$ cat config.mk
export PLATFORM = sky130hd
export DESIGN_NAME = weight_expander
export DESIGN_NICKNAME = d
export VERILOG_FILES = /design/src/rtl/wos_pkg.sv /design/src/rtl/weight_regfile.sv /design/src/rtl/weight_expander.sv
export SDC_FILE = /design/constraint.sdc
export NUM_CORES = 1
export LEC_CHECK = 0
export ABC_AREA = 1
export BUFFER_PORTS_ARGS = -buffer_cell sky130_fd_sc_hd__buf_2
export CORE_ASPECT_RATIO = 1.2
export CORE_MARGIN = 1.5
export CORE_UTILIZATION = 50
export CTS_CLUSTER_DIAMETER = 200
export CTS_CLUSTER_SIZE = 10
export DETAILED_ROUTE_END_ITERATION = 12
export PLACE_DENSITY = 0.73
export SETUP_SLACK_MARGIN = 0.1
export SLEW_MARGIN = 30
export SYNTH_ARGS = -nofsm -noshare
export SYNTH_HDL_FRONTEND = slang
export SYNTH_SLANG_ARGS = --single-unit
$ cat constraint.sdc
create_clock -name clk -period 1.5 [get_ports clk]
set_input_delay 0.225 -clock clk [delete_from_list [all_inputs] [get_ports clk]]
set_output_delay 0.225 -clock clk [all_outputs]
set_load 0.005 [all_outputs]
$ cat src/rtl/wos_pkg.sv
// Shared defaults and FSM encoding for the weighted rank-order front end.
package wos_pkg;

  localparam int unsigned N_DEFAULT           = 5;
  localparam int unsigned DATA_BITS_DEFAULT   = 8;
  localparam int unsigned WEIGHT_BITS_DEFAULT = 3;
  localparam int unsigned WEIGHT_RESET        = 1;

  typedef enum logic {
    IDLE = 1'b0,
    EMIT = 1'b1
  } wos_state_e;

endpackage

$ cat src/rtl/weight_regfile.sv
// Per-tap weight storage: one guarded write port, one async read port.
module weight_regfile
  import wos_pkg::*;
#(
  parameter int unsigned N           = N_DEFAULT,
  parameter int unsigned WEIGHT_BITS = WEIGHT_BITS_DEFAULT,
  parameter int unsigned TAP_BITS    = $clog2(N)
) (
  input  logic                   clk,
  input  logic                   rst,
  input  logic                   we,
  input  logic [TAP_BITS-1:0]    waddr,
  input  logic [WEIGHT_BITS-1:0] wdata,
  input  logic [TAP_BITS-1:0]    raddr,
  output logic [WEIGHT_BITS-1:0] rdata
);

  localparam logic [TAP_BITS:0] N_LIM = (TAP_BITS+1)'(N);

  logic [WEIGHT_BITS-1:0] regs [N];
  logic                   wr_ok;
  logic                   rd_ok;

  // Out-of-range addresses are dropped rather than aliased.
  assign wr_ok = we && ({1'b0, waddr} < N_LIM);
  assign rd_ok = {1'b0, raddr} < N_LIM;

  always_ff @(posedge clk) begin
    if (!rst) begin
      for (int unsigned i = 0; i < N; i++) begin
        regs[i] <= WEIGHT_BITS'(WEIGHT_RESET);
      end
    end else if (wr_ok) begin
      regs[waddr] <= wdata;
    end
  end

  assign rdata = rd_ok ? regs[raddr] : '0;

endmodule

$ cat src/rtl/weight_expander.sv
// Replicates each accepted sample weight[tap] times for a downstream
// rank-order filter; weight 0 drops the sample.
module weight_expander
  import wos_pkg::*;
#(
  parameter int unsigned N           = N_DEFAULT,
  parameter int unsigned DATA_BITS   = DATA_BITS_DEFAULT,
  parameter int unsigned WEIGHT_BITS = WEIGHT_BITS_DEFAULT,
  parameter int unsigned TAP_BITS    = $clog2(N)
) (
  input  logic                   clk,
  input  logic                   rst,
  input  logic [DATA_BITS-1:0]   in,
  input  logic                   in_valid,
  output logic                   in_ready,
  output logic [DATA_BITS-1:0]   out,
  output logic                   out_valid,
  input  logic                   cfg_we,
  input  logic [TAP_BITS-1:0]    cfg_addr,
  input  logic [WEIGHT_BITS-1:0] cfg_weight,
  output logic [TAP_BITS-1:0]    tap
);

  wos_state_e             state;
  wos_state_e             state_nxt;
  logic [WEIGHT_BITS-1:0] remaining;
  logic [WEIGHT_BITS-1:0] remaining_nxt;
  logic [TAP_BITS-1:0]    tap_nxt;
  logic [DATA_BITS-1:0]   out_nxt;
  logic                   out_valid_nxt;
  logic [WEIGHT_BITS-1:0] tap_weight;
  logic                   last_beat;
  logic                   accept;
  logic                   weight_nz;

  weight_regfile #(
    .N          (N),
    .WEIGHT_BITS(WEIGHT_BITS),
    .TAP_BITS   (TAP_BITS)
  ) u_regfile (
    .clk  (clk),
    .rst  (rst),
    .we   (cfg_we),
    .waddr(cfg_addr),
    .wdata(cfg_weight),
    .raddr(tap),
    .rdata(tap_weight)
  );

  // Ready on the final replica so weight-1 traffic streams back to back.
  assign last_beat = (state == EMIT) && (remaining == WEIGHT_BITS'(1));
  assign in_ready  = rst && ((state == IDLE) || last_beat);
  assign accept    = in_valid && in_ready;
  assign weight_nz = (tap_weight != '0);

  always_comb begin
    state_nxt     = state;
    remaining_nxt = remaining;
    tap_nxt       = tap;
    out_nxt       = out;
    out_valid_nxt = 1'b0;

    if (accept) begin
      tap_nxt = (tap == TAP_BITS'(N - 1)) ? '0 : tap + TAP_BITS'(1);
    end

    case (state)
      IDLE: begin
        if (accept && weight_nz) begin
          state_nxt     = EMIT;
          remaining_nxt = tap_weight;
          out_nxt       = in;
        end
      end
      EMIT: begin
        if (!last_beat) begin
          remaining_nxt = remaining - WEIGHT_BITS'(1);
        end else if (accept && weight_nz) begin
          remaining_nxt = tap_weight;
          out_nxt       = in;
        end else begin
          state_nxt     = IDLE;
          remaining_nxt = '0;
        end
      end
      default: begin
        state_nxt     = IDLE;
        remaining_nxt = '0;
      end
    endcase

    out_valid_nxt = (state_nxt == EMIT);
  end

  always_ff @(posedge clk) begin
    if (!rst) begin
      state     <= IDLE;
      remaining <= '0;
      tap       <= '0;
      out       <= '0;
      out_valid <= 1'b0;
    end else begin
      state     <= state_nxt;
      remaining <= remaining_nxt;
      tap       <= tap_nxt;
      out       <= out_nxt;
      out_valid <= out_valid_nxt;
    end
  end

endmodule

==> summary.md <==
| Metric | Value |
|---|---|
| Outcome | finished, final reports clean |
| Main combinational cell family by area after synthesis | simple AND/OR/NAND/NOR gates |
| Synth cell types | 29 |
| Detail-routed via count per cell | ~4.6 |
| Crit path launch type | flop |
| Syn avg cell area | 8.769 um^2 |
| Pin count of the biggest net entering global routing | 14 |
| Most common cell after layout, fill and taps aside | nand2_1 |
| Initial antenna violation count | 0 |
| Max-slew violations | 0 |
| Nets | about 320 |
| CP required | 1.70 ns |
| Ports | 31 |
| TritonCTS Sinks | 42 |
| Hold crit path type | primary input to flop |
| Die area | roughly 0.0045 mm^2 |
| Simple-gate share of the synthesized area | 0.2775 |
| Crit path time final | around 1.5 ns |
| Pre-CTS setup slack | -0.03260 ns |
| Synth Area in Compound Gates | 0.06409 |
| Worst Skew | a little over 0.006 ns |
| Vias after detailed routing | 1610 |
| Post-Syn Instances | roughly 240 |
| Synth Area in Adders | 0.02418 |
| Cell Rows | 25 |
| CTS clock-pin slew for the worst setup and hold paths | approximately 0.08 ns |
| Die span in y | 73.48 um |
| Max Root-Sink Buffers | 2 |
| Hpwl dp | 2.773 mm |
| Period utilisation layout | 0.9916 |
| Reg area | approximately 0.0011 mm^2 |
| CP Capture Type | flop |
| Die Wd | ~62 um |
| First-pass detailed-route iteration total | 4 |
| Pwr dens | 1199 mW/mm^2 |
| CTS Buf Count | 5 |
| FMAX | roughly 0.67 GHz |
| Synth Register Bits | 42 |
| Core area | between 0.003 and 0.004 mm^2 |
| Post-synthesis cell area | between 0.002 and 0.0025 mm^2 |
| Routed Antenna Nets | 0 |
| Number of diodes | 0 |
| Mux contribution to synthesized area | 0 |
| GP Congestion | about 0.86 |
| Post-Synth XOR/XNOR Area | 0.004232 |
| Critical path fanouts, max | 8 |
| Starting DRT DRC Count | 62 |
| Crit Path Category | flop to flop |
| Most frequent cells in the layout | 44 x nand2_1, 41 x inv_1, 30 x buf_2, 24 x edfxtp_1, 23 x nor2_1 |
| CP arrival | 1.69 ns |
| Drt drc | 0 |
| Post-Route WL | 3.685 mm |
| Pleak | roughly 1.2 nW |
| IO Port Bufs | 30 |
| Clk_lat worst skew | roughly 0.30 ns |
| Synth Flop Type | edfxtp_1 |
| Post-synthesis sequential area ratio | 0.5224 |
| Final Hold Viols | 0 |
| Starting Density | 0.5251 |
| Vias in the first global route | ~1.5k |
| Tot Pwr | between 0.003 and 0.004 W |
| WL per Instance | approximately 10 um |
| Global route total overflow | 0 |
| Final setup vio count | 0 |
| Warnings from Yosys | 0 |
| H-Tree Depth | 2 |
| Area occupied by multi-input gates | 864.6 um^2 |
| EDFF count, synth | 24 |
| Area delta synth->final | 28.05% |
| Crit path setup slack, layout | roughly 0.013 ns |
| TritonCTS clock tree | yes |
| CTS root buffer | clkbuf_8 |
| Max cap viols | 0 |
| CTS Hold Bufs | 0 |
| Peak supply drop | 0.0007985 V |
| Fraction of layout cells with a size suffix above 1 | 0.3569 |
| First-pass GRT wire length | roughly 6.2 mm |
| RSZ-0062 raised after global routing | true |
| GRT Overall Usage | 0.1882 |
| Filler cells | roughly 340 |
| Post-synthesis async set-or-reset flop share | 0 |
through the flow:
stage / util / TNS (ns) / hold WS [ns] / instance area, um^2 / instances
floorplan: - / -0.02090 / 0.3239 / 2126 / 244
global placement: 0.6165 / -0.1005 / 0.4474 / 2430 / 339
detailed placement: 0.6165 / -0.1371 / 0.4494 / 2430 / 339
CTS: 0.6663 / 0 / 0.1385 / 2626 / 351
global route: 0.6724 / -0.8225 / 0.1383 / 2650 / 351
finish: 0.6724 / 0 / 0.1413 / 2650 / 351
path summary, 6_finish.rpt:
| check | startpoint | end | slack [ns] | cells after the start |
|---|---|---|---|---|
| worst min-delay path | cfg_weight[0] | u_regfile.regs[6][0] | 0.14 | 1 |
| worst max register to register | remaining[1] | out[6] | 0.01 | 12 |
| worst max-delay path | remaining[1] | out[6] | 0.01 | 12 |
| worst min register to register | out[2] | out[2] | 0.49 | 2 |
layout make-up:
cell class | count | area share
multi-input cells | 151 | 0.3263
repair buffers | 50 | 0.1195
inverters | 46 | 0.06516
clock inverters | 2 | 0.02266
flip-flops and latches | 42 | 0.4098
well taps | 54 | 0.02550
clock buffers | 6 | 0.03116
cell families (layout without fill, tap and decap cells):
logic type,Yosys count,count (layout)
other,1,9
xor gates and xnor gates,1,1
and+or+nand+nor,117,117
DFF,42,42
AOI/OAI and AO/OA,20,20
buffers and inverters,51,104
adders and majority gates,4,4
report_power, final:
group / internal [W] / switching [W]
combinational: 0.000309 / 0.000374
sequential: 0.00133 / 0.0000596
clock: 0.000710 / 0.000392
cell usage after synthesis, types with 2 or more instances:
| library cell | number | area (um^2) |
|---|---|---|
| ha_1 | 4 | 50.05 |
| nand2_1 | 46 | 172.7 |
| o21ai_0 | 4 | 20.02 |
| nand4_1 | 3 | 18.77 |
| nor2_1 | 23 | 86.33 |
| inv_1 | 43 | 161.4 |
| dfxtp_1 | 18 | 360.4 |
| buf_4 | 2 | 15.01 |
| o21ai_2 | 8 | 70.07 |
| nor2_2 | 10 | 62.56 |
| nor2_4 | 2 | 22.52 |
| nand2_2 | 3 | 18.77 |
| a21oi_1 | 6 | 30.03 |
| nor3_1 | 4 | 20.02 |
| edfxtp_1 | 24 | 720.7 |
| nand3_2 | 5 | 50.05 |
| nand3_1 | 17 | 85.08 |
| inv_2 | 3 | 11.26 |
what timing repair did:
| item | 4_1_cts | 5_1_grt |
|---|---|---|
| endpoints found under the hold margin | 0 | 0 |
| endpoints found under the setup margin | 10 | 19 |
| pin swaps | 5 | 4 |
| buffers inserted | 4 | 2 |
| resized for setup | 9 | 6 |
state kept, by name (all words and copies together), names as in the netlist, named ones only:
| name | flops |
|---|---|
| out | 8 |
| remaining | 3 |
| state | 1 |
| tap | 3 |
| u_regfile.regs | 24 |
layer usage:
| layer | wire length, um | GRT usage | vias to the layer above |
|---|---|---|---|
| li1 | - | - | 857 |
| met4 | 87 | 0.08983 | 0 |
| met2 | 1904 | 0.3263 | 25 |
| met5 | 0 | 0 | - |
| met1 | 1585 | 0.2041 | 720 |
| met3 | 107 | 0.05458 | 8 |
worst max-delay path, stage by stage (launching register included):
cell	delay, ns
dfxtp_2	0.32
inv_2	0.06
ha_4	0.14
nand2_4	0.05
nand2_4	0.06
nand3_4	0.09
nor2_4	0.12
nand3_2	0.09
nand2_2	0.10
nor2_4	0.06
buf_12	0.14
o21ai_2	0.12
nor2_2	0.04
No activity file was read; power rests on OpenSTA's default activity.
